--- src/rtl/fc_argmax_if.sv ---
// Score-vector input and argmax-result output channels of the classification stage.
// Both directions use a valid/ready handshake.
interface fc_argmax_if #(
    parameter int unsigned IN_WIDTH = 22,
    parameter int unsigned N_CLASS  = 10
);
    localparam int unsigned IDX_W = (N_CLASS > 1) ? $clog2(N_CLASS) : 1;

    logic                         in_valid;
    logic                         in_ready;
    logic [IN_WIDTH*N_CLASS-1:0]  in_score;
    logic                         out_valid;
    logic                         out_ready;
    logic [IDX_W-1:0]             out_class;
    logic [IN_WIDTH-1:0]          out_score;

    modport master (
        output in_valid, in_score, out_ready,
        input  in_ready, out_valid, out_class, out_score
    );

    modport slave (
        input  in_valid, in_score, out_ready,
        output in_ready, out_valid, out_class, out_score
    );
endinterface

--- src/rtl/fc_argmax.sv ---
// Final classification stage: latches all class scores in one transfer, scans them
// one compare per cycle and returns the index/value of the (lowest-index) maximum.
module fc_argmax #(
    parameter int unsigned IN_WIDTH = 22,
    parameter int unsigned N_CLASS  = 10
) (
    input  logic          clk,
    input  logic          rst_n,
    fc_argmax_if.slave    bus
);
    localparam int unsigned IDX_W = (N_CLASS > 1) ? $clog2(N_CLASS) : 1;

    typedef enum logic [1:0] {
        IDLE = 2'd0,
        SCAN = 2'd1,
        DONE = 2'd2
    } state_e;

    state_e                state_q,     state_d;
    logic [IN_WIDTH-1:0]   score_q [N_CLASS];
    logic [IN_WIDTH-1:0]   score_d [N_CLASS];
    logic [IN_WIDTH-1:0]   best_q,      best_d;
    logic [IDX_W-1:0]      best_idx_q,  best_idx_d;
    logic [IDX_W-1:0]      cnt_q,       cnt_d;
    logic                  in_ready_q,  in_ready_d;
    logic                  out_valid_q, out_valid_d;
    logic [IDX_W-1:0]      out_class_q, out_class_d;
    logic [IN_WIDTH-1:0]   out_score_q, out_score_d;
    logic [IN_WIDTH-1:0]   cand;

    // State register and datapath flops
    always_ff @(posedge clk or negedge rst_n) begin
        if (!rst_n) begin
            state_q     <= IDLE;
            for (int k = 0; k < N_CLASS; k++) score_q[k] <= '0;
            best_q      <= '0;
            best_idx_q  <= '0;
            cnt_q       <= '0;
            in_ready_q  <= 1'b1;
            out_valid_q <= 1'b0;
            out_class_q <= '0;
            out_score_q <= '0;
        end else begin
            state_q     <= state_d;
            for (int k = 0; k < N_CLASS; k++) score_q[k] <= score_d[k];
            best_q      <= best_d;
            best_idx_q  <= best_idx_d;
            cnt_q       <= cnt_d;
            in_ready_q  <= in_ready_d;
            out_valid_q <= out_valid_d;
            out_class_q <= out_class_d;
            out_score_q <= out_score_d;
        end
    end

    // Next-state and registered-output logic; outputs are set on the DONE entry edge
    always_comb begin
        state_d     = state_q;
        for (int k = 0; k < N_CLASS; k++) score_d[k] = score_q[k];
        best_d      = best_q;
        best_idx_d  = best_idx_q;
        cnt_d       = cnt_q;
        in_ready_d  = in_ready_q;
        out_valid_d = out_valid_q;
        out_class_d = out_class_q;
        out_score_d = out_score_q;
        cand        = score_q[cnt_q];

        case (state_q)
            IDLE: begin
                if (bus.in_valid && in_ready_q) begin
                    for (int k = 0; k < N_CLASS; k++)
                        score_d[k] = bus.in_score[k*IN_WIDTH +: IN_WIDTH];
                    best_d     = score_d[0];
                    best_idx_d = '0;
                    cnt_d      = IDX_W'(1);
                    in_ready_d = 1'b0;
                    if (N_CLASS == 1) begin
                        state_d     = DONE;
                        out_valid_d = 1'b1;
                        out_class_d = '0;
                        out_score_d = score_d[0];
                    end else begin
                        state_d = SCAN;
                    end
                end
            end
            SCAN: begin
                // Strictly-greater replacement keeps the lowest index on ties
                if ($signed(cand) > $signed(best_q)) begin
                    best_d     = cand;
                    best_idx_d = cnt_q;
                end
                cnt_d = cnt_q + IDX_W'(1);
                if (cnt_q == IDX_W'(N_CLASS - 1)) begin
                    state_d     = DONE;
                    out_valid_d = 1'b1;
                    out_class_d = best_idx_d;
                    out_score_d = best_d;
                end
            end
            DONE: begin
                if (bus.out_ready) begin
                    state_d     = IDLE;
                    out_valid_d = 1'b0;
                    in_ready_d  = 1'b1;
                end
            end
            default: begin
                state_d     = IDLE;
                in_ready_d  = 1'b1;
                out_valid_d = 1'b0;
            end
        endcase
    end

    assign bus.in_ready  = in_ready_q;
    assign bus.out_valid = out_valid_q;
    assign bus.out_class = out_class_q;
    assign bus.out_score = out_score_q;
endmodule
--- src/flat_wrapper.sv ---
// flat-port wrapper written by rule: the top's interface ports become plain ports
module fc_argmax_flat 
#(
    parameter int unsigned IN_WIDTH = 22,
    parameter int unsigned N_CLASS  = 10
)
  (clk, rst_n, bus_in_valid, bus_in_score, bus_out_ready, bus_in_ready, bus_out_valid, bus_out_class, bus_out_score);
  fc_argmax_if #(.IN_WIDTH(IN_WIDTH), .N_CLASS(N_CLASS)) bus_i ();
  input  logic clk;
  input  logic rst_n;
  input wire logic [$bits(bus_i.in_valid)-1:0] bus_in_valid;
  input wire logic [$bits(bus_i.in_score)-1:0] bus_in_score;
  input wire logic [$bits(bus_i.out_ready)-1:0] bus_out_ready;
  output wire logic [$bits(bus_i.in_ready)-1:0] bus_in_ready;
  output wire logic [$bits(bus_i.out_valid)-1:0] bus_out_valid;
  output wire logic [$bits(bus_i.out_class)-1:0] bus_out_class;
  output wire logic [$bits(bus_i.out_score)-1:0] bus_out_score;
  assign bus_i.in_valid = bus_in_valid;
  assign bus_i.in_score = bus_in_score;
  assign bus_i.out_ready = bus_out_ready;
  assign bus_in_ready = bus_i.in_ready;
  assign bus_out_valid = bus_i.out_valid;
  assign bus_out_class = bus_i.out_class;
  assign bus_out_score = bus_i.out_score;
  fc_argmax #(.IN_WIDTH(IN_WIDTH), .N_CLASS(N_CLASS)) u_core (.clk(clk), .rst_n(rst_n), .bus(bus_i));
endmodule
--- config.mk ---
export PLATFORM = sky130hd
export DESIGN_NAME = fc_argmax_flat
export DESIGN_NICKNAME = d
export VERILOG_FILES = /design/src/rtl/fc_argmax_if.sv /design/src/rtl/fc_argmax.sv /design/src/flat_wrapper.sv
export SDC_FILE = /design/constraint.sdc
export NUM_CORES = 1
export LEC_CHECK = 0
export ABC_CLOCK_PERIOD_IN_PS = 4600
export CAP_MARGIN = 20
export CORE_UTILIZATION = 29
export DETAILED_ROUTE_END_ITERATION = 7
export PLACE_DENSITY = 0.5
export SETUP_SLACK_MARGIN = 0.3
export SLEW_MARGIN = 20
export SYNTH_ARGS = -nofsm -noshare
export SYNTH_HDL_FRONTEND = slang
export SYNTH_SLANG_ARGS = --single-unit
export TNS_END_PERCENT = 10
--- constraint.sdc ---
create_clock -name clk -period 4.6 [get_ports clk]
set_input_delay 0.69 -clock clk [delete_from_list [all_inputs] [get_ports clk]]
set_output_delay 0.69 -clock clk [all_outputs]
set_load 0.02 [all_outputs]
=== Word level (Yosys, flattened, before mapping) ===
Cells that the tools add are included.

* Register bits after elaboration: 280
* Output and inout port bits: 28
* Input bits: 224

* Equal/unequal tests: 6
* $lt $le $gt $ge: 2
* Reductions and logical operators: 9
* Muxes and demuxes: 21
* Add/subtract/negate cells: 1
* Bitwise operators: 3

{| class="wikitable"
|+ Operators with widths
! kind !! number
|-
| binary-select mux 22 bit (select 4 bit) || 1
|-
| 2-to-1 mux 22 bit || 4
|-
| one-hot mux 22 bit (2 select lines) || 1
|-
| > comparator 22 bit || 1
|-
| one-hot mux 4 bit (2 select lines) || 2
|-
| 2-to-1 mux 4 bit || 3
|-
| AND reduction 3 bit || 3
|-
| 2-to-1 mux 2 bit || 3
|-
| one-hot mux 1 bit (3 select lines) || 2
|-
| one-hot mux 2 bit (3 select lines) || 1
|-
| AND reduction 2 bit || 3
|-
| >= comparator 5 bit (second input constant) || 1
|-
| inverter 4 -> 5 bit || 1
|-
| adder 4 x 1 -> 4 bit (second input constant) || 1
|-
| equality test 4 bit (second input constant) || 1
|-
| 2-to-1 mux 1 bit || 4
|-
| inequality test 2 x 1 -> 1 bit (second input constant) || 2
|-
| equality test 2 x 1 -> 1 bit (second input constant) || 1
|-
| equality test 2 bit (second input constant) || 1
|-
| logical NOT 2 bit || 1
|-
| inequality test 2 bit (second input constant) || 1
|-
| inverter 1 bit || 2
|-
| nonzero test 2 bit || 1
|-
| logical AND 1 bit || 1
|}

=== Depth between registers and ports, before layout ===
* Depth in word-level cells: 7
* Gate-level depth with buffers: 17
* Mapped depth without buffers: 13

=== Least setup slack after synthesis ===
OpenSTA, ideal clock, no wires.

* Path type: reg2reg
* From: register u_core.cnt_q[0]
* To: register u_core.best_idx_q[3]
* Setup slack: 0.513 ns
* Data required time: 4.520 ns
* Arrival: 4.007 ns
* Stages on the path, launching flop included: 15
* Setup time: 0.080 ns
* Buffers on the path: 3
* Cell sequence: dfrtp_1 > clkbuf_1 > buf_2 > mux4_2 > a221oi_1 > a21oi_1 > ha_1 > a211oi_2 > nor2_1 > a311oi_2 > a2111oi_4 > o31a_1 > nor4_4 > buf_6 > mux2i_1

* Cells in the longest elaborated chain, start to end: 7

{| class="wikitable"
|+ RTL lines
! element !! RTL line !! source
|-
| start, declared || fc_argmax.sv:24 || <nowiki>logic [IDX_W-1:0] cnt_q, cnt_d;</nowiki>
|-
| start signal, assigned || fc_argmax.sv:48 || <nowiki>cnt_q <= cnt_d;</nowiki>
|-
| inverter 4 -> 5 bit (not written as such) || fc_argmax.sv:67 || <nowiki>cand = score_q[cnt_q];</nowiki>
|-
| binary-select mux 22 bit (select 4 bit) || fc_argmax.sv:67 ||
|-
| 2-to-1 mux 22 bit (not written as such) (2 in series) || fc_argmax.sv:67 ||
|-
| > comparator 22 bit || fc_argmax.sv:90 || <nowiki>if ($signed(cand) > $signed(best_q)) begin</nowiki>
|-
| 2-to-1 mux 4 bit || fc_argmax.sv:90 ||
|-
| one-hot mux 4 bit (2 select lines) || fc_argmax.sv:69 || <nowiki>case (state_q)</nowiki>
|-
| end signal, assigned || fc_argmax.sv:47 || <nowiki>best_idx_q <= best_idx_d;</nowiki>
|-
| end, declared || fc_argmax.sv:23 || <nowiki>logic [IDX_W-1:0] best_idx_q, best_idx_d;</nowiki>
|}

No other way between the ends. The select of a mux whose other input is x is not followed.
A chain may end at the register's enable or synchronous reset.

=== Final worst setup path ===
* From: register u_core.cnt_q[0]
* To: register u_core.best_q[18]

* Cells in the longest elaborated chain, start to end: 7

{| class="wikitable"
|+ RTL lines
! element !! RTL line !! source
|-
| inverter 4 -> 5 bit (not written as such) (*) || fc_argmax.sv:67 ||
|-
| binary-select mux 22 bit (select 4 bit) (*) || fc_argmax.sv:67 ||
|-
| 2-to-1 mux 22 bit (not written as such) (*) (2 in series) || fc_argmax.sv:67 ||
|-
| > comparator 22 bit || fc_argmax.sv:90 ||
|-
| 2-to-1 mux 22 bit (*) || fc_argmax.sv:90 ||
|-
| one-hot mux 22 bit (2 select lines) (*) || fc_argmax.sv:69 ||
|-
| end signal, assigned || fc_argmax.sv:46 || <nowiki>best_q <= best_d;</nowiki>
|-
| end, declared || fc_argmax.sv:22 || <nowiki>logic [IN_WIDTH-1:0] best_q, best_d;</nowiki>
|}

Every way passes the cells marked *; elsewhere a longest branch is shown, timed or not. The select of a mux whose other input is x is not followed.

==> impl_metrics.prom <==
# TYPE chip_impl_metric gauge
chip_impl_metric{name="ctsLongestPathBuffers",unit=""} 3
chip_impl_metric{name="fin_nets",unit=""} 1861
chip_impl_metric{name="dpl.hpwl",unit="mm"} 30.8
chip_impl_metric{name="syn_nets",unit=""} 1622
chip_impl_metric{name="count_of_state_elements_after_synthesis",unit=""} 280
chip_impl_info{name="synth.top_cells.by_count",value="sky130_fd_sc_hd__nand2_1, sky130_fd_sc_hd__dfrtp_1, sky130_fd_sc_hd__clkbuf_1, sky130_fd_sc_hd__mux4_2, sky130_fd_sc_hd__a21oi_1"} 1
chip_impl_metric{name="leakagePower",unit="nW"} 8.38
chip_impl_metric{name="syn-cell-area",unit="sq um"} 13200
chip_impl_metric{name="cts_bufs_inserted",unit=""} 35
chip_impl_metric{name="floorplan.initialDensity",unit="%"} 29.6
chip_impl_metric{name="design.die.area",unit="sq um"} 46300
chip_impl_info{name="holdCritPathClass",value="in2async"} 1
chip_impl_metric{name="drt_wl_total",unit="mm"} 43.2
chip_impl_metric{name="drv_slew",unit=""} 0
chip_impl_metric{name="y_dimension_of_the_die",unit="um"} 215
chip_impl_metric{name="ctsHoldBuffers",unit=""} 0
chip_impl_metric{name="cts_htree_levels",unit=""} 2
chip_impl_metric{name="total_power_divided_by_cell_area",unit="nW/um^2"} 697
chip_impl_metric{name="number_of_flops_mapped_to_enable_cells_by_yosys",unit=""} 0
chip_impl_metric{name="asyncSetResetFlopFracSynth",unit="%"} 100
chip_impl_info{name="tritoncts",value="yes"} 1
chip_impl_info{name="grt_setup_unrepaired",value="true"} 1
chip_impl_metric{name="antenna_found_initial",unit=""} 7
chip_impl_metric{name="vias_per_cell",unit=""} 4.83
chip_impl_info{name="timing.critical_path.to_type",value="flop"} 1
chip_impl_metric{name="die-width",unit="um"} 215
chip_impl_metric{name="route.detailed.wl_per_inst",unit="um"} 19.4
chip_impl_metric{name="period_minus_slack",unit="ns"} 4.25
chip_impl_info{name="status",value="finished clean"} 1
chip_impl_metric{name="synth.yosys.warnings",unit=""} 0
chip_impl_metric{name="ant_nets",unit=""} 0
chip_impl_metric{name="placed_cells_incl_taps",unit=""} 2159
chip_impl_metric{name="instances_no_fill",unit=""} 2229
chip_impl_metric{name="number_of_detailed_routing_iterations_run_before_antenna_repair",unit=""} 5
chip_impl_metric{name="drt_iter0_markers",unit=""} 773
chip_impl_metric{name="num_io_pins",unit=""} 252
chip_impl_metric{name="gp_routability_congestion",unit=""} 0.827
chip_impl_metric{name="synthesis.area_per_instance",unit="sq um"} 9.58
chip_impl_info{name="synth-main-ff-cell",value="sky130_fd_sc_hd__dfrtp_1"} 1
chip_impl_metric{name="synth_top_cell_area_share",unit="%"} 53.0
chip_impl_metric{name="max_clock_freq",unit="MHz"} 235
chip_impl_metric{name="timing.reg2reg.worst_path_depth",unit=""} 13
chip_impl_metric{name="cp_arrival",unit="ns"} 4.65
chip_impl_metric{name="drt_drc_violations_left",unit=""} 0
chip_impl_metric{name="final_min_period_over_clock_period",unit="%"} 92.3
chip_impl_info{name="crit_type",value="reg2reg"} 1
chip_impl_info{name="cts_root_buffer",value="sky130_fd_sc_hd__clkbuf_16"} 1
chip_impl_metric{name="postSynthCellCount",unit=""} 1374
chip_impl_info{name="synth.most_common_cell",value="sky130_fd_sc_hd__nand2_1"} 1
chip_impl_metric{name="area_growth_syn_to_layout",unit="%"} 34.6
chip_impl_metric{name="clkLatencyLatePin",unit="ns"} 0.53
chip_impl_metric{name="via_count_of_the_first_global_routing_pass",unit=""} 11000
chip_impl_info{name="synth_largest_area_cell",value="sky130_fd_sc_hd__dfrtp_1"} 1
chip_impl_metric{name="timing.max_slew.rel_slack",unit="%"} 15.6
chip_impl_metric{name="netlist-cell-type-count",unit=""} 49
chip_impl_metric{name="route.vias.total",unit=""} 10800
chip_impl_metric{name="clkSlewWorstSetupHoldPaths",unit="ns"} 0.06
chip_impl_metric{name="setup_violations",unit=""} 0
chip_impl_metric{name="final_area",unit="sq um"} 17700
chip_impl_metric{name="rows",unit=""} 77
chip_impl_metric{name="maximum_fanout_count_along_the_critical_path",unit=""} 13
chip_impl_info{name="synth_area_leaders",value="sky130_fd_sc_hd__dfrtp_1, sky130_fd_sc_hd__nand2_1, sky130_fd_sc_hd__mux4_2, sky130_fd_sc_hd__ha_1, sky130_fd_sc_hd__clkbuf_1"} 1
chip_impl_metric{name="fin_tns_setup",unit="ns"} 0
chip_impl_metric{name="worst-slew-pin-transition",unit="ns"} 1.26
chip_impl_metric{name="core_region_area",unit="sq um"} 44500
chip_impl_metric{name="power.ir.vdd_worst",unit="mV"} 0.336
chip_impl_metric{name="overflow",unit=""} 0
chip_impl_metric{name="numPortBuffers",unit=""} 251
chip_impl_metric{name="first_pass_grt_wire_length",unit="mm"} 66.4
chip_impl_metric{name="worst_hold_slack",unit="ns"} 0.265
chip_impl_metric{name="crit_required",unit="ns"} 5.00
chip_impl_metric{name="grt_start_max_net_pins",unit=""} 131
chip_impl_metric{name="total_global_route_track_usage",unit="%"} 18.6
chip_impl_metric{name="synth_seq_area_share",unit="%"} 53.2
chip_impl_metric{name="clock-skew-final",unit="ns"} 0.0258
chip_impl_metric{name="placed_cell_area",unit="sq um"} 16400
chip_impl_metric{name="layout_cell_share_with_drive_strength_beyond_1",unit="%"} 11.4
chip_impl_metric{name="clock_sinks",unit=""} 280
chip_impl_metric{name="max_cap_violations",unit=""} 0
chip_impl_metric{name="timing.final.hold_violations",unit=""} 0
chip_impl_info{name="critical_path.startpoint_type",value="flop"} 1
-- worst paths after layout --
check,from,to,slack [ns]
min,rst_n,u_core.score_q[107],0.27
min reg2reg,u_core.score_q[134],u_core.score_q[134],0.47
max reg2reg,u_core.cnt_q[0],u_core.best_q[18],0.35
max in group asynchronous,rst_n,u_core.bus.in_ready,3.32
max,u_core.cnt_q[0],u_core.best_q[18],0.35
min in group clk,u_core.score_q[134],u_core.score_q[134],0.47
-- report_power, final --
| group | switching, mW | internal [mW] | leakage, nW |
|---|---|---|---|
| clock | 1.07 | 1.62 | 0.566 |
| sequential | 0.768 | 3.56 | 3.54 |
| combinational | 2.89 | 2.45 | 4.27 |
-- metal layers --
metal  up-vias  wire [um]  global-route usage, %
met5         -         82                      0
met4        12        955                   4.33
met3        74       2650                   3.82
met2       350      18900                   27.8
met1      5216      20600                   27.4
li1       5112          -                      -
-- critical path, cell delays in order (launching register included) --
cell	delay, ns
sky130_fd_sc_hd__dfrtp_4	0.47
sky130_fd_sc_hd__buf_12	0.18
sky130_fd_sc_hd__mux4_2	0.50
sky130_fd_sc_hd__a221oi_1	0.32
sky130_fd_sc_hd__a21oi_1	0.16
sky130_fd_sc_hd__ha_1	0.39
sky130_fd_sc_hd__and4_1	0.28
sky130_fd_sc_hd__a311oi_4	0.39
sky130_fd_sc_hd__a2111oi_4	0.14
sky130_fd_sc_hd__buf_4	0.18
sky130_fd_sc_hd__o31ai_4	0.31
sky130_fd_sc_hd__buf_4	0.22
sky130_fd_sc_hd__a31oi_4	0.20
sky130_fd_sc_hd__a221o_1	0.38
-- area by class of cell --
| class | count | area, sq um |
|---|---|---|
| inverters | 27 | 101 |
| diodes | 1 | 2.50 |
| clock buffers | 45 | 983 |
| well taps | 592 | 741 |
| fillers | 4447 | 26800 |
| clock inverters | 15 | 136 |
| repair buffers | 293 | 2960 |
| multi-input cells | 976 | 5770 |
| flip-flops and latches | 280 | 7020 |
-- per-stage QoR --
step	setup WS, ns	utilization [%]	total power, mW
5_1_grt	0.283	39.8	13.2
6_report	0.352	39.8	12.3
4_1_cts	0.330	39.5	12.2
2_1_floorplan	0.513	-	7.47
3_5_place_dp	0.383	36.9	9.41
3_3_place_gp	0.136	36.9	9.31
-- sequential cells by signal, indices dropped and copies added (netlist names) --
| register | flops |
|---|---|
| u_core.cnt_q | 4 |
| u_core.state_q | 2 |
| u_core.best_q | 22 |
| u_core.best_idx_q | 4 |
| u_core.bus.out_class | 4 |
| u_core.bus.out_valid | 1 |
| u_core.bus.out_score | 22 |
| u_core.bus.in_ready | 1 |
| u_core.score_q | 220 |
-- timing repair --
item,in CTS,in global routing
buffers inserted,0,7
gates resized for setup,0,13
setup endpoints to repair,0,45
-- kinds of logic after synthesis --
kind of cell / Yosys count / synth area share [%]
AOI/OAI and AO/OA: 144 / 8.64
buffers and inverters: 120 / 3.64
DFF: 280 / 53.2
and+or+nand+nor: 736 / 22.5
adders and majority gates: 24 / 2.28
muxes: 70 / 9.71
-- layout by cell type, fill, tap and decap left out, drive strengths merged, types with 23 or more instances in the layout --
cell type,count
a21o,23
a21oi,30
buf,43
clkbuf,45
clkdlybuf4s50,250
dfrtp,279
ha,24
inv,30
mux4,44
nand2,655
nand4,28
No activity file was read; power rests on OpenSTA's default activity.
